## src/rtl/wr_data_queue.sv

```systemverilog
`default_nettype none
// ============================================================================
// Module   : wr_data_queue
// Brief    : Shift-register write-data FIFO for the DDR5 data path. Words
//            are stored in arrival order. The head is always entry 0 and
//            advances on the downstream shift enable.
// Revision : 1.0 - initial release
// ============================================================================
module wr_data_queue #(
  parameter int DW     = 64,
  parameter int DEPTH  = 8,
  parameter int AF_LVL = 6
) (
  input  logic                       clk,
  input  logic                       rst,
  input  logic                       i_wr_en,
  input  logic [DW-1:0]              i_wr_data,
  input  logic                       i_sh_en,
  output logic                       o_valid,
  output logic [DW-1:0]              o_rd_data,
  output logic                       o_full,
  output logic                       o_almost_full,
  output logic [$clog2(DEPTH):0]     o_count,
  output logic                       o_overflow
);

  localparam int CW = $clog2(DEPTH) + 1;
  localparam logic [CW-1:0] c_DEPTH  = CW'(DEPTH);
  localparam logic [CW-1:0] c_AF_LVL = CW'(AF_LVL);

  logic [DW-1:0] r_mem [DEPTH];
  logic [DW-1:0] w_mem_nxt [DEPTH];
  logic [CW-1:0] r_count;
  logic [CW-1:0] w_count_nxt;
  logic [CW-1:0] w_wr_idx;
  logic          r_overflow;
  logic          w_valid;
  logic          w_full;
  logic          w_pop;
  logic          w_push;
  logic          w_drop;

  assign w_valid = (r_count != '0);
  assign w_full  = (r_count == c_DEPTH);
  assign w_pop   = w_valid & i_sh_en;
  assign w_push  = i_wr_en & (~w_full | w_pop);
  assign w_drop  = i_wr_en & w_full & ~w_pop;

  // On a simultaneous pop, the incoming word lands one slot lower because the
  // whole array shifts down on the same edge.
  assign w_wr_idx = w_pop ? (r_count - CW'(1)) : r_count;

  // Next entry contents: optional shift down with zero fill, then optional write.
  always_comb begin
    for (int i = 0; i < DEPTH; i++) begin
      w_mem_nxt[i] = r_mem[i];
      if (w_pop) begin
        w_mem_nxt[i] = (i < DEPTH - 1) ? r_mem[(i < DEPTH - 1) ? i + 1 : i] : '0;
      end
      if (w_push && (CW'(i) == w_wr_idx)) begin
        w_mem_nxt[i] = i_wr_data;
      end
    end
  end

  // Next occupancy; push and pop together leave the count unchanged.
  always_comb begin
    w_count_nxt = r_count;
    if (w_push && !w_pop) begin
      w_count_nxt = r_count + CW'(1);
    end else if (w_pop && !w_push) begin
      w_count_nxt = r_count - CW'(1);
    end
  end

  // Entry storage, occupancy and the sticky overflow flag.
  always_ff @(posedge clk) begin
    if (!rst) begin
      for (int i = 0; i < DEPTH; i++) begin
        r_mem[i] <= '0;
      end
      r_count    <= '0;
      r_overflow <= 1'b0;
    end else begin
      for (int i = 0; i < DEPTH; i++) begin
        r_mem[i] <= w_mem_nxt[i];
      end
      r_count <= w_count_nxt;
      if (w_drop) begin
        r_overflow <= 1'b1;
      end
    end
  end

  assign o_valid       = w_valid;
  assign o_rd_data     = r_mem[0];
  assign o_full        = w_full;
  assign o_almost_full = (r_count >= c_AF_LVL);
  assign o_count       = r_count;
  assign o_overflow    = r_overflow;

endmodule
`default_nettype wire

```

## config.mk

```make
export PLATFORM = sky130hd
export DESIGN_NAME = wr_data_queue
export DESIGN_NICKNAME = d
export VERILOG_FILES = /design/src/rtl/wr_data_queue.sv
export SDC_FILE = /design/constraint.sdc
export NUM_CORES = 1
export LEC_CHECK = 0
export BUFFER_PORTS_ARGS = -buffer_cell sky130_fd_sc_hd__buf_2
export CAP_MARGIN = 20
export CORE_MARGIN = 5
export CORE_UTILIZATION = 30
export DETAILED_ROUTE_END_ITERATION = 8
export SLEW_MARGIN = 15
export SYNTH_ARGS = -nofsm -noshare
export SYNTH_HDL_FRONTEND = slang
export SYNTH_SLANG_ARGS = --single-unit
```

## constraint.sdc

```tcl
create_clock -name clk -period 3.46 [get_ports clk]
set_input_delay 0.692 -clock clk [delete_from_list [all_inputs] [get_ports clk]]
set_output_delay 0.692 -clock clk [all_outputs]
set_load 0.01 [all_outputs]
```

==> results of run 1 <==
area by class of cell:
cell class | instances | area [um^2]
clock buffer | 79 | 1540
tap | 1060 | 1330
antenna | 3 | 7.51
sequential | 517 | 10300
clock inverter | 11 | 126
inverter | 3 | 11.3
timing repair buffer | 185 | 1330
fill | 8161 | 53400
multi-input combinational | 1592 | 12500
kinds of logic (layout without fill, tap and decap cells):
group | after synthesis | after routing | synth area share
muxes | 707 | 707 | 0.300
AOI/OAI and AO/OA | 525 | 525 | 0.148
DFF | 517 | 517 | 0.424
and+or+nand+nor | 352 | 352 | 0.0571
buffers and inverters | 324 | 278 | 0.0680
adders and majority gates | 4 | 4 | 0.00205
xor gates and xnor gates | 4 | 4 | 0.00144
other | 0 | 3 | 0
worst register-to-register path: cells and delay by family (launching register included):
| kind | cells | cell delay [ps] |
|---|---|---|
| AOI/OAI and AO/OA | 1 | 150 |
| adders and majority gates | 1 | 330 |
| DFF | 1 | 570 |
| and+or+nand+nor | 4 | 1500 |
| buffers and inverters | 2 | 490 |
flip-flops by register name, summed over array words and instances (netlist names):
register / cells
o_count: 4
o_overflow: 1
r_mem: 512
routing by layer:
layer  vias to the layer above  GRT usage
li1                       8764          -
met1                      8753      0.196
met2                       359      0.221
met3                        86     0.0215
met4                         2     0.0336
met5                         -          0
path summary, 6_finish.rpt:
path         depth (start not counted)  slack [ps]             to     startpoint
min reg2reg                          2         450  r_mem[0][464]  r_mem[0][464]
max reg2reg                          8         360  r_mem[0][124]     o_count[0]
max                                  8         360  r_mem[0][124]     o_count[0]
min                                  3         420  r_mem[0][179]  i_wr_data[51]
power groups by stage:
stage	clock network [mW]	logic, mW	registers (mW)
6_report	5.59	7.72	8.06
5_1_grt	5.99	8.30	8.20
4_1_cts	5.75	7.71	8.05
3_5_place_dp	0	7.71	8.18
3_3_place_gp	0	7.68	8.16
2_1_floorplan	0	6.13	7.83
stage by stage:
stage	hold WS [ps]	cell area (um^2)	power [mW]	worst slack, ps	std cells
finish	416	27200	21.4	359	3450
global route	411	27200	22.5	156	3449
CTS	378	27200	21.5	386	3447
detailed placement	447	25500	15.9	379	3357
global placement	442	25500	15.8	430	3357
floorplan	432	24400	14.0	528	2433
cell usage in the layout, fill, tap and decap left out, types with 2 or more instances in the layout:
cell type,n
sky130_fd_sc_hd__or3_2,4
sky130_fd_sc_hd__nor2_1,2
sky130_fd_sc_hd__nand2_1,325
sky130_fd_sc_hd__o21ai_4,2
sky130_fd_sc_hd__nor3_2,2
sky130_fd_sc_hd__buf_2,138
sky130_fd_sc_hd__a21oi_1,259
sky130_fd_sc_hd__clkbuf_8,9
sky130_fd_sc_hd__clkinv_2,6
sky130_fd_sc_hd__and2_1,3
sky130_fd_sc_hd__mux2_2,192
sky130_fd_sc_hd__o41ai_1,256
sky130_fd_sc_hd__mux2i_1,513
sky130_fd_sc_hd__xnor2_1,3
sky130_fd_sc_hd__diode_2,3
sky130_fd_sc_hd__o21ai_0,4
sky130_fd_sc_hd__clkbuf_1,16
sky130_fd_sc_hd__nor3_1,2
sky130_fd_sc_hd__clkbuf_16,54
sky130_fd_sc_hd__buf_4,24
sky130_fd_sc_hd__inv_1,3
sky130_fd_sc_hd__ha_1,4
sky130_fd_sc_hd__dfxtp_1,517
sky130_fd_sc_hd__or3_4,2
sky130_fd_sc_hd__nor2b_1,3
sky130_fd_sc_hd__buf_12,22
==> summary.md, run 1 <==
| Metric | Value |
|---|---|
| Outcome | finished, final reports clean |
| Post-detailed-route via-to-cell ratio | 5.21 |
| Cells along the critical path | inv_1, ha_1, nand3b_1, nor4_1, nor3_4, or3_2, buf_12, a21oi_1 |
| Setup total negative slack | 0 ps |
| Average wire per cell in the routed design | 18.3 um |
| DRC violation count after routing | 0 |
| CTS HTree Levels | 2 |
| Most instantiated library cell after synthesis | sky130_fd_sc_hd__dfxtp_1 |
| Syn Inst Count | 2433 |
| CTS Buf Count | 54 |
| Clk pin slew, worst setup/hold paths | 60 ps |
| Cts-stage hold buffer count | 0 |
| Routability Congestion | 0.701 |
| Comb pwr share | 0.361 |
| Total Nets Final | 2425 |
| Async SR Flop Fraction | 0 |
| WP data required | 3980 ps |
| Startpoint kind of the worst setup timing path | flip-flop |
| Class of the most critical hold timing path | input port to flip-flop |
| Top flip-flop cell by instance count after synthesis | sky130_fd_sc_hd__dfxtp_1 |
| Slowest Stage Delay on Critical Path | 790 ps |
| Post-CTS setup repair buffer count | 0 |
| Top cell type's share of synthesized area | 0.424 |
| Clock tree from TritonCTS | built |
| Final wirelength | 63200 um |
| Part of the power in the clock network | 0.261 |
| Cell types with the largest area share after synthesis | sky130_fd_sc_hd__dfxtp_1 (42%), sky130_fd_sc_hd__mux2i_1 (21%), sky130_fd_sc_hd__o41ai_1 (9.2%), sky130_fd_sc_hd__mux2_2 (8.9%), sky130_fd_sc_hd__a21oi_1 (5.3%) |
| Reported max-cap violation count | 0 |
| Combined global-route utilization of all metal layers | 0.138 |
| Buffer and inverter count on the worst path | 2 |
| Warnings, synthesis | 0 |
| Cell taking the most area after synthesis | sky130_fd_sc_hd__dfxtp_1 |
| Period utilisation layout | 0.896 |
| Number of enable flip-flop cells after synthesis | 0 |
| Number of gates resized after cts | 0 |
| HPWL after DPL | 36000 um |
| Share of the core filled with cells | 0.337 |
| Time the final worst path needs with I/O delays and setup | 3100 ps |
| DIE HEIGHT | 295 um |
| Mapped Area | 24400 um^2 |
| Width of the die | 295 um |
| Worst vdd ir | 0.00130 V |
| Global-route wire length before repair | 101000 um |
| Met1 wire length | 30400 um |
| Maximum buffer depth of the clock tree | 3 |
| Final clock skew | 39.7 ps |
| Count of buffers inserted at the top-level ports | 139 |
| WS Path Type | flip-flop to flip-flop |
| Count of nets left with antenna violations after detail routing | 0 |
| CP endpoint kind | flip-flop |
| Vias in the first global route | 17300 |
| Flop and latch count out of synthesis | 517 |
| Maximum achievable frequency | 0.322 GHz |
| Cell types with the highest counts after synthesis | sky130_fd_sc_hd__dfxtp_1 (517), sky130_fd_sc_hd__mux2i_1 (514), sky130_fd_sc_hd__nand2_1 (325), sky130_fd_sc_hd__a21oi_1 (259), sky130_fd_sc_hd__o41ai_1 (256) |
| Net count after synthesis | 2505 |
| Antenna violations before repair | 10 |
| Data arrival time of the worst path | 3620 ps |
| Clock latency reported for the late side of the worst-skew pair | 630 ps |
| Congestion Overflow GR | 0 |
| Fraction of layout instances using a drive strength above 1 | 0.196 |
| Reported leakage power | 11.6 nW |
| Number of top-level pins | 140 |
| Core Rows | 104 |
| Met2 WL | 28700 um |
| Starting Density | 0.303 |
| Library cell used as clock root buffer | sky130_fd_sc_hd__clkbuf_16 |
| Count of final setup violators | 0 |
| Met3 wire len | 2880 um |
| Total Die Area | 87200 um^2 |
| Maximum number of pins on one net before global-route repair | 172 |
| Headroom to the max-slew limit | 0.325 |
| Total power density per cell area | 787 nW/um^2 |
| Clock sink total | 517 |
| Count of vias placed by the detailed router | 18000 |
| Internal power | 13.1 mW |
| Unrepaired setup endpoints after global routing | no |
| Avg Inst Size Synth | 10.0 um^2 |
| Fraction of power spent switching nets | 0.387 |
| Crit-path leading delay family | simple AND/OR/NAND/NOR gates |
| Sequential share of the synthesized area | 0.424 |
| TritonRoute pass-1 iters | 5 |
| Fin. Hold Viols | 0 |
| Total net switching power | 8.27 mW |
| Max Used Layer | met5 |
| Biggest fanout along the worst timing path | 29 |
| Area added between synthesis and finish | 11.3% |
| Slew @ Worst Pin | 1010 ps |
| Final Slew Violations | 0 |
| Core region area | 80500 um^2 |
| Number of violations reported at the end of detailed-routing iteration 0 | 1168 |
| Cell with the biggest individual delay on the critical path | sky130_fd_sc_hd__or3_2 |
| Distinct cells, synth | 35 |
| Sequential share of power | 0.377 |
Power figures use the tool's default switching activity.
==> run 2, diff against run 1 <==
CELL_PAD_IN_SITES_DETAIL_PLACEMENT = 0   (was unset)
CELL_PAD_IN_SITES_GLOBAL_PLACEMENT = 1   (was unset)
PLACE_DENSITY_LB_ADDON = 0.1   (was unset)
==> summary.md, run 2 (synthesis gave the netlist of run 1 again) <==
| Metric | Value |
|---|---|
| Cts-stage hold buffer count | 0 (unchanged) |
| Fraction of layout instances using a drive strength above 1 | 0.209 (was 0.196) |
| Outcome | finished, final reports clean (unchanged) |
| Time the final worst path needs with I/O delays and setup | 2860 ps (was 3100 ps) |
| TritonRoute pass-1 iters | 5 (unchanged) |
| Comb pwr share | 0.354 (was 0.361) |
| Final Slew Violations | 0 (unchanged) |
| Most frequent standard cell in the layout excluding fill and tap cells | sky130_fd_sc_hd__dfxtp_1 (unchanged) |
| Final cell count without fillers | 3489 (was 3450) |
| Antenna violations before repair | 8 (was 10) |
| Fraction of power spent switching nets | 0.384 (was 0.387) |
| Largest register by flop count | r_mem (unchanged) |
| DRC violation count after routing | 0 (unchanged) |
| Combined flip-flop and latch cell area | 10300 um^2 (unchanged) |
| Class of the most critical hold timing path | input port to flip-flop (unchanged) |
| Part of the power in the clock network | 0.297 (was 0.261) |
| Count of vias placed by the detailed router | 18400 (was 18000) |
| WS Path Type | flip-flop to flip-flop (unchanged) |
| Total Nets Final | 2449 (was 2425) |
| Worst vdd ir | 0.000454 V (was 0.00130 V) |
| Core region area | 80500 um^2 (unchanged) |
| Number of flip-flops in the largest register | 512 (unchanged) |
| Biggest fanout along the worst timing path | 32 (was 29) |
| Post-detailed-route via-to-cell ratio | 5.27 (was 5.21) |
| Maximum achievable frequency | 0.350 GHz (was 0.322 GHz) |
| Clock tree from TritonCTS | built (unchanged) |
| Number of filler instances in the final layout | 8072 (was 8161) |
| Area added between synthesis and finish | 14.0% (was 11.3%) |
| Final wirelength | 73800 um (was 63200 um) |
| Commonest cells after routing, fill and taps aside | sky130_fd_sc_hd__dfxtp_1 (517), sky130_fd_sc_hd__mux2i_1 (513), sky130_fd_sc_hd__nand2_1 (325) (unchanged) |
| Reported max-cap violation count | 0 (unchanged) |
| Combined global-route utilization of all metal layers | 0.165 (was 0.138) |
| Final Instance Area | 27800 um^2 (was 27200 um^2) |
| Data arrival time of the worst path | 3380 ps (was 3620 ps) |
| Width of the die | 295 um (unchanged) |
| CTS HTree Levels | 3 (was 2) |
| Count of final setup violators | 0 (unchanged) |
| Unrepaired setup endpoints after global routing | no (unchanged) |
| Fin. Hold Viols | 0 (unchanged) |
| Post-Place Cell Area | 25600 um^2 (was 25500 um^2) |
| Count of nets left with antenna violations after detail routing | 0 (unchanged) |
| Average wire per cell in the routed design | 21.1 um (was 18.3 um) |
| Reported leakage power | 12.0 nW (was 11.6 nW) |
| Total Die Area | 87200 um^2 (unchanged) |
| Number of top-level pins | 140 (unchanged) |
| Total net switching power | 8.88 mW (was 8.27 mW) |
| Worst hold margin | 404 ps (was 416 ps) |
| Clk pin slew, worst setup/hold paths | 50 ps (was 60 ps) |
| Global-route wire length before repair | 115000 um (was 101000 um) |
| Startpoint kind of the worst setup timing path | flip-flop (unchanged) |
| Setup total negative slack | 0 ps (unchanged) |
| Starting Density | 0.303 (unchanged) |
| Maximum number of pins on one net before global-route repair | 101 (was 172) |
| Clock latency reported for the late side of the worst-skew pair | 590 ps (was 630 ps) |
| Congestion Overflow GR | 0 (unchanged) |
| WP data required | 3980 ps (about the same) |
| HPWL after DPL | 42700 um (was 36000 um) |
| Core Rows | 104 (unchanged) |
| CP endpoint kind | flip-flop (unchanged) |
| DIE HEIGHT | 295 um (unchanged) |
| Internal power | 14.2 mW (was 13.1 mW) |
| Period utilisation layout | 0.826 (was 0.896) |
| Post-CTS setup repair buffer count | 0 (unchanged) |
| Power Total | 23.1 mW (was 21.4 mW) |
| CTS Buf Count | 66 (was 54) |
| Headroom to the max-slew limit | 0.445 (was 0.325) |
| Clock sink total | 517 (unchanged) |
| Total power density per cell area | 831 nW/um^2 (was 787 nW/um^2) |
| Maximum buffer depth of the clock tree | 3 (unchanged) |
| Vias in the first global route | 18800 (was 17300) |
| Number of gates resized after cts | 0 (unchanged) |
| Routability Congestion | 0.687 (was 0.701) |
| Slew @ Worst Pin | 833 ps (was 1010 ps) |
| Library cell used as clock root buffer | sky130_fd_sc_hd__clkbuf_16 (unchanged) |
| Count of buffers inserted at the top-level ports | 139 (unchanged) |
| Number of violations reported at the end of detailed-routing iteration 0 | 857 (was 1168) |
| Final clock skew | 16.4 ps (was 39.7 ps) |
| DP Cell Count | 3369 (was 3357) |
| Area used by multi-input combinational logic | 12500 um^2 (unchanged) |
| Sequential share of power | 0.349 (was 0.377) |
-- run 2: cell types whose count changed in the layout (fill, tap and decap cells not counted), moves of 2 or more --
cell | before | now
sky130_fd_sc_hd__buf_4 | 24 | 31
sky130_fd_sc_hd__clkbuf_8 | 9 | 18
sky130_fd_sc_hd__buf_12 | 22 | 27
sky130_fd_sc_hd__clkbuf_1 | 16 | 14
sky130_fd_sc_hd__clkbuf_16 | 54 | 69
sky130_fd_sc_hd__clkinv_2 | 6 | 11
-- run 2: power by group through the flow --
stage,Clock (mW),Sequential [mW],Combinational (mW)
6_report,6.87,8.07,8.19
5_1_grt,7.34,8.23,8.82
4_1_cts,7.13,8.09,8.27
3_5_place_dp,0,8.21,8.25
3_3_place_gp,0,8.18,8.21
2_1_floorplan,0,7.83,6.13
-- run 2: stage by stage --
stage / utilization / worst slack, ps
5_1_grt: 0.345 / 384
6_report: 0.345 / 602
2_1_floorplan: - / 528
3_5_place_dp: 0.318 / 619
4_1_cts: 0.345 / 605
3_3_place_gp: 0.318 / 623
-- run 2: per-layer routing --
metal	wire length, um	vias up	share of wire	GRT usage
met5	55	-	0.00075	0
met4	1640	8	0.022	0.0425
met3	2660	110	0.036	0.0249
met2	34800	314	0.47	0.275
met1	34600	9094	0.47	0.224
li1	-	8847	-	-
-- run 2: final cells by class --
| cell class | instances | share of cell area |
|---|---|---|
| antenna | 3 | 0.000270 |
| clock buffer | 101 | 0.0729 |
| clock inverter | 16 | 0.00504 |
| inverter | 3 | 0.000405 |
| multi-input combinational | 1592 | 0.449 |
| sequential | 517 | 0.372 |
| tap | 1060 | 0.0477 |
| timing repair buffer | 197 | 0.0532 |
-- run 2: path summary, 6_finish.rpt --
| kind | from | end | slack [ps] | cells after the start |
|---|---|---|---|---|
| min reg2reg | r_mem[0][507] | r_mem[0][507] | 450 | 2 |
| min | i_wr_en | o_overflow | 400 | 3 |
| max | o_count[1] | r_mem[0][49] | 600 | 8 |
| max reg2reg | o_count[1] | r_mem[0][49] | 600 | 8 |
-- run 2: worst max-delay path, stage by stage, from the launching register on --
cell	delay [ps]
sky130_fd_sc_hd__dfxtp_1	500
sky130_fd_sc_hd__inv_1	150
sky130_fd_sc_hd__ha_1	290
sky130_fd_sc_hd__nand3b_1	190
sky130_fd_sc_hd__nor4_1	380
sky130_fd_sc_hd__nor3_4	150
sky130_fd_sc_hd__or3_2	580
sky130_fd_sc_hd__buf_4	310
sky130_fd_sc_hd__a21oi_1	200
==> run 3, diff against run 2 <==
ABC_AREA = 1   (was unset)
clock period = 2.7 ns   (was 3.46 ns; I/O delays follow)
==> summary.md, run 3 <==
| Metric | Value |
|---|---|
| Vias in the first global route | 24400 (was 18800) |
| Congestion Overflow GR | 0 (unchanged) |
| Xor/xnor cell area share of the yosys netlist | 0.000673 (was 0.00144) |
| Diodes inserted | 0 (was 3) |
| Worst setup slack after placement | 232 ps (was 619 ps) |
| Biggest fanout along the worst timing path | 26 (was 32) |
| Maximum buffer depth of the clock tree | 3 (unchanged) |
| Warnings, synthesis | 0 (unchanged) |
| Outcome | finished, final reports clean (unchanged) |
| Library cell used as clock root buffer | sky130_fd_sc_hd__clkbuf_16 (unchanged) |
| WS Path Type | flip-flop to flip-flop (unchanged) |
| Unrepaired setup endpoints after global routing | no (unchanged) |
| Headroom to the max-slew limit | 0.329 (was 0.445) |
| Worst vdd ir | 0.000811 V (was 0.000454 V) |
| Startpoint kind of the worst setup timing path | flip-flop (unchanged) |
| Min setup slack post-route | 294 ps (was 602 ps) |
| Most instantiated library cell after synthesis | sky130_fd_sc_hd__nand2_1 (was sky130_fd_sc_hd__dfxtp_1) |
| Slew @ Worst Pin | 1010 ps (was 833 ps) |
| Arithmetic-cell share of the synthesized area counting full adders, half adders and majority gates | 0.00192 (was 0.00205) |
| HPWL after DPL | 50700 um (was 42700 um) |
| Cell taking the most area after synthesis | sky130_fd_sc_hd__dfxtp_1 (unchanged) |
| Count of vias placed by the detailed router | 25400 (was 18400) |
| Maximum number of pins on one net before global-route repair | 178 (was 101) |
| Final cell count without fillers | 5064 (was 3489) |
| Top cell type's share of synthesized area | 0.398 (was 0.424) |
| Count of buffers inserted at the top-level ports | 139 (unchanged) |
| Syn Inst Count | 3993 (was 2433) |
| Antenna violations before repair | 0 (was 8) |
| Final clock skew | 17.6 ps (was 16.4 ps) |
| Number of flip-flops in the largest register | 512 (unchanged) |
| Average wire per cell in the routed design | 18.3 um (was 21.1 um) |
| Clock tree from TritonCTS | built (unchanged) |
| Number of violations reported at the end of detailed-routing iteration 0 | 1879 (was 857) |
| Cell types with the highest counts after synthesis | sky130_fd_sc_hd__nand2_1 (1375), sky130_fd_sc_hd__nand3_1 (1031), sky130_fd_sc_hd__a21oi_1 (517), sky130_fd_sc_hd__dfxtp_1 (517), sky130_fd_sc_hd__buf_2 (177) (was sky130_fd_sc_hd__dfxtp_1 (517), sky130_fd_sc_hd__mux2i_1 (514), sky130_fd_sc_hd__nand2_1 (325), sky130_fd_sc_hd__a21oi_1 (259), sky130_fd_sc_hd__o41ai_1 (256)) |
| Class of the most critical hold timing path | input port to flip-flop (unchanged) |
| Fin. Hold Viols | 0 (unchanged) |
| Setup total negative slack | 0 ps (unchanged) |
| Combined flip-flop and latch cell area | 10300 um^2 (unchanged) |
| Width of the die | 304 um (was 295 um) |
| Global-route wire length before repair | 147000 um (was 115000 um) |
| Top flip-flop cell by instance count after synthesis | sky130_fd_sc_hd__dfxtp_1 (unchanged) |
| Power Total | 35.5 mW (was 23.1 mW) |
| CP endpoint kind | flip-flop (unchanged) |
| CTS Buf Count | 69 (was 66) |
| Main combinational cell family by area after synthesis | simple AND/OR/NAND/NOR gates (was multiplexers) |
| Count of nets left with antenna violations after detail routing | 0 (unchanged) |
| Largest register by flop count | r_mem (unchanged) |
| Simple-Gate Fraction of Synth Area | 0.400 (was 0.0571) |
| DRC violation count after routing | 0 (unchanged) |
| Maximum achievable frequency | 0.416 GHz (was 0.350 GHz) |
| Reported leakage power | 12.2 nW (was 12.0 nW) |
| Cell with the biggest individual delay on the critical path | sky130_fd_sc_hd__dfxtp_1 (was sky130_fd_sc_hd__or3_2) |
| Total Nets Final | 3935 (was 2449) |
| Routability Congestion | 0.714 (was 0.687) |
| Clock latency reported for the late side of the worst-skew pair | 600 ps (was 590 ps) |
| Area added between synthesis and finish | 14.1% (was 14.0%) |
| WP data required | 3220 ps (was 3980 ps) |
| DIE HEIGHT | 304 um (was 295 um) |
| Final Slew Violations | 0 (unchanged) |
| Time the final worst path needs with I/O delays and setup | 2410 ps (was 2860 ps) |
| Fraction of layout instances using a drive strength above 1 | 0.0926 (was 0.209) |
| Total Die Area | 92700 um^2 (was 87200 um^2) |
| Sequential share of the synthesized area | 0.398 (was 0.424) |
| Cell types with the largest area share after synthesis | sky130_fd_sc_hd__dfxtp_1 (40%), sky130_fd_sc_hd__nand2_1 (20%), sky130_fd_sc_hd__nand3_1 (20%), sky130_fd_sc_hd__a21oi_1 (9.9%), sky130_fd_sc_hd__buf_2 (3.4%) (was sky130_fd_sc_hd__dfxtp_1 (42%), sky130_fd_sc_hd__mux2i_1 (21%), sky130_fd_sc_hd__o41ai_1 (9.2%), sky130_fd_sc_hd__mux2_2 (8.9%), sky130_fd_sc_hd__a21oi_1 (5.3%)) |
| Distinct cells, synth | 21 (was 35) |
| Number of filler instances in the final layout | 9660 (was 8072) |
| Count of final setup violators | 0 (unchanged) |
| Starting Density | 0.301 (was 0.303) |
| Total power density per cell area | 1200 nW/um^2 (was 831 nW/um^2) |
| Cells along the critical path | inv_1, ha_1, nand3_1, nor2_1, nor2_1, nand2_1, nor2_4, nand2_4, buf_12, nand2_1, nand2_1, a21oi_1 (was inv_1, ha_1, nand3b_1, nor4_1, nor3_4, or3_2, buf_4, a21oi_1) |
| Worst hold margin | 218 ps (was 404 ps) |
| Slowest Stage Delay on Critical Path | 320 ps (was 580 ps) |
| DP Cell Count | 4943 (was 3369) |
| Clock sink total | 517 (unchanged) |
| CTS HTree Levels | 3 (unchanged) |
| Data arrival time of the worst path | 2930 ps (was 3380 ps) |
| Avg Inst Size Synth | 6.52 um^2 (was 10.0 um^2) |
| Flop and latch count out of synthesis | 517 (unchanged) |
| Period utilisation layout | 0.891 (was 0.826) |
| Most frequent standard cell in the layout excluding fill and tap cells | sky130_fd_sc_hd__nand2_1 (was sky130_fd_sc_hd__dfxtp_1) |
| Area used by multi-input combinational logic | 13200 um^2 (was 12500 um^2) |
| Core Rows | 108 (was 104) |
| Commonest cells after routing, fill and taps aside | sky130_fd_sc_hd__nand2_1 (1367), sky130_fd_sc_hd__nand3_1 (1031), sky130_fd_sc_hd__a21oi_1 (517), sky130_fd_sc_hd__dfxtp_1 (517), sky130_fd_sc_hd__buf_2 (139) (was sky130_fd_sc_hd__dfxtp_1 (517), sky130_fd_sc_hd__mux2i_1 (513), sky130_fd_sc_hd__nand2_1 (325)) |
| Crit-path most repeated cell | sky130_fd_sc_hd__nand2_1 |
| Reported max-cap violation count | 0 (unchanged) |
| TritonRoute pass-1 iters | 5 (unchanged) |
| Clk pin slew, worst setup/hold paths | 60 ps (was 50 ps) |
| Core region area | 86500 um^2 (was 80500 um^2) |
| Proportion of synthesized area in mux cells | 0 (was 0.300) |
| Area fraction in compound gates after synthesis | 0.101 (was 0.148) |
| Final wirelength | 92600 um (was 73800 um) |
| Net count after synthesis | 4065 (was 2505) |
| Number of enable flip-flop cells after synthesis | 0 (unchanged) |
| Number of top-level pins | 140 (unchanged) |
| Mapped Area | 26000 um^2 (was 24400 um^2) |
| Combined global-route utilization of all metal layers | 0.192 (was 0.165) |
| Async SR Flop Fraction | 0 (unchanged) |
| Post-detailed-route via-to-cell ratio | 5.02 (was 5.27) |
run 3: changes by cell type in the layout (fill, tap and decap cells not counted), sizes merged, moves of 5 or more:
cell and change:
nor2 +8, clkbuf +6, a21oi +258, nor3 -5
nand3 +1031, buf +47, inv +77, mux2i -514
nand2 +1054, mux2 -193, or3 -7, o41ai -256
run 3: timing repair:
item | 4_1_cts | 5_1_grt
hold buffers | 0 | 0
setup endpoints to repair | 0 | 1
resized for setup | 0 | 0
setup buffers | 0 | 4
run 3: kinds of logic after synthesis:
family                     count (synthesis)
buffers and inverters                    525
adders and majority gates                  4
and+or+nand+nor                         2420
xor gates and xnor gates                   2
AOI/OAI and AO/OA                        525
DFF                                      517
run 3: critical path, delay by kind of cell (launching register included):
family	cells	cell delay (ps)
AND/OR/NAND/NOR	8	1310
flip-flops	1	320
buffers and inverters	2	310
adder cells (fa/ha/maj)	1	250
AO/OA/AOI/OAI	1	110
run 3: final timing paths:
path / startpoint / to / slack (ps) / cells past startpoint
setup reg to reg: o_count[0] / r_mem[0][208] / 290 / 12
hold reg to reg: o_overflow / o_overflow / 450 / 2
setup / recovery: o_count[0] / r_mem[0][208] / 290 / 12
hold / removal: i_wr_data[29] / r_mem[0][477] / 220 / 3
run 3: layout make-up:
class | instances | area share
multi-input cells | 2951 | 0.445
flip-flops and latches | 517 | 0.349
repair buffers | 244 | 0.0752
well taps | 1155 | 0.0487
clock inverters | 10 | 0.00278
inverters | 80 | 0.0109
clock buffers | 107 | 0.0691
run 3: per-layer routing:
| metal | share of wire | vias up | global-route usage |
|---|---|---|---|
| li1 | - | 12900 | - |
| met1 | 0.50 | 12000 | 0.280 |
| met2 | 0.45 | 417 | 0.306 |
| met3 | 0.034 | 86 | 0.0234 |
| met4 | 0.017 | 0 | 0.0432 |
| met5 | 0 | - | 0 |
run 3: metrics by stage:
step	utilization	area, um^2
4_1_cts	0.343	29700
2_1_floorplan	-	26000
5_1_grt	0.343	29700
3_3_place_gp	0.318	27500
6_report	0.343	29700
3_5_place_dp	0.318	27500
run 3: power breakdown:
part           internal, mW  switching, mW
sequential             9.55          0.929
clock                  5.29           3.60
combinational          4.68           11.5
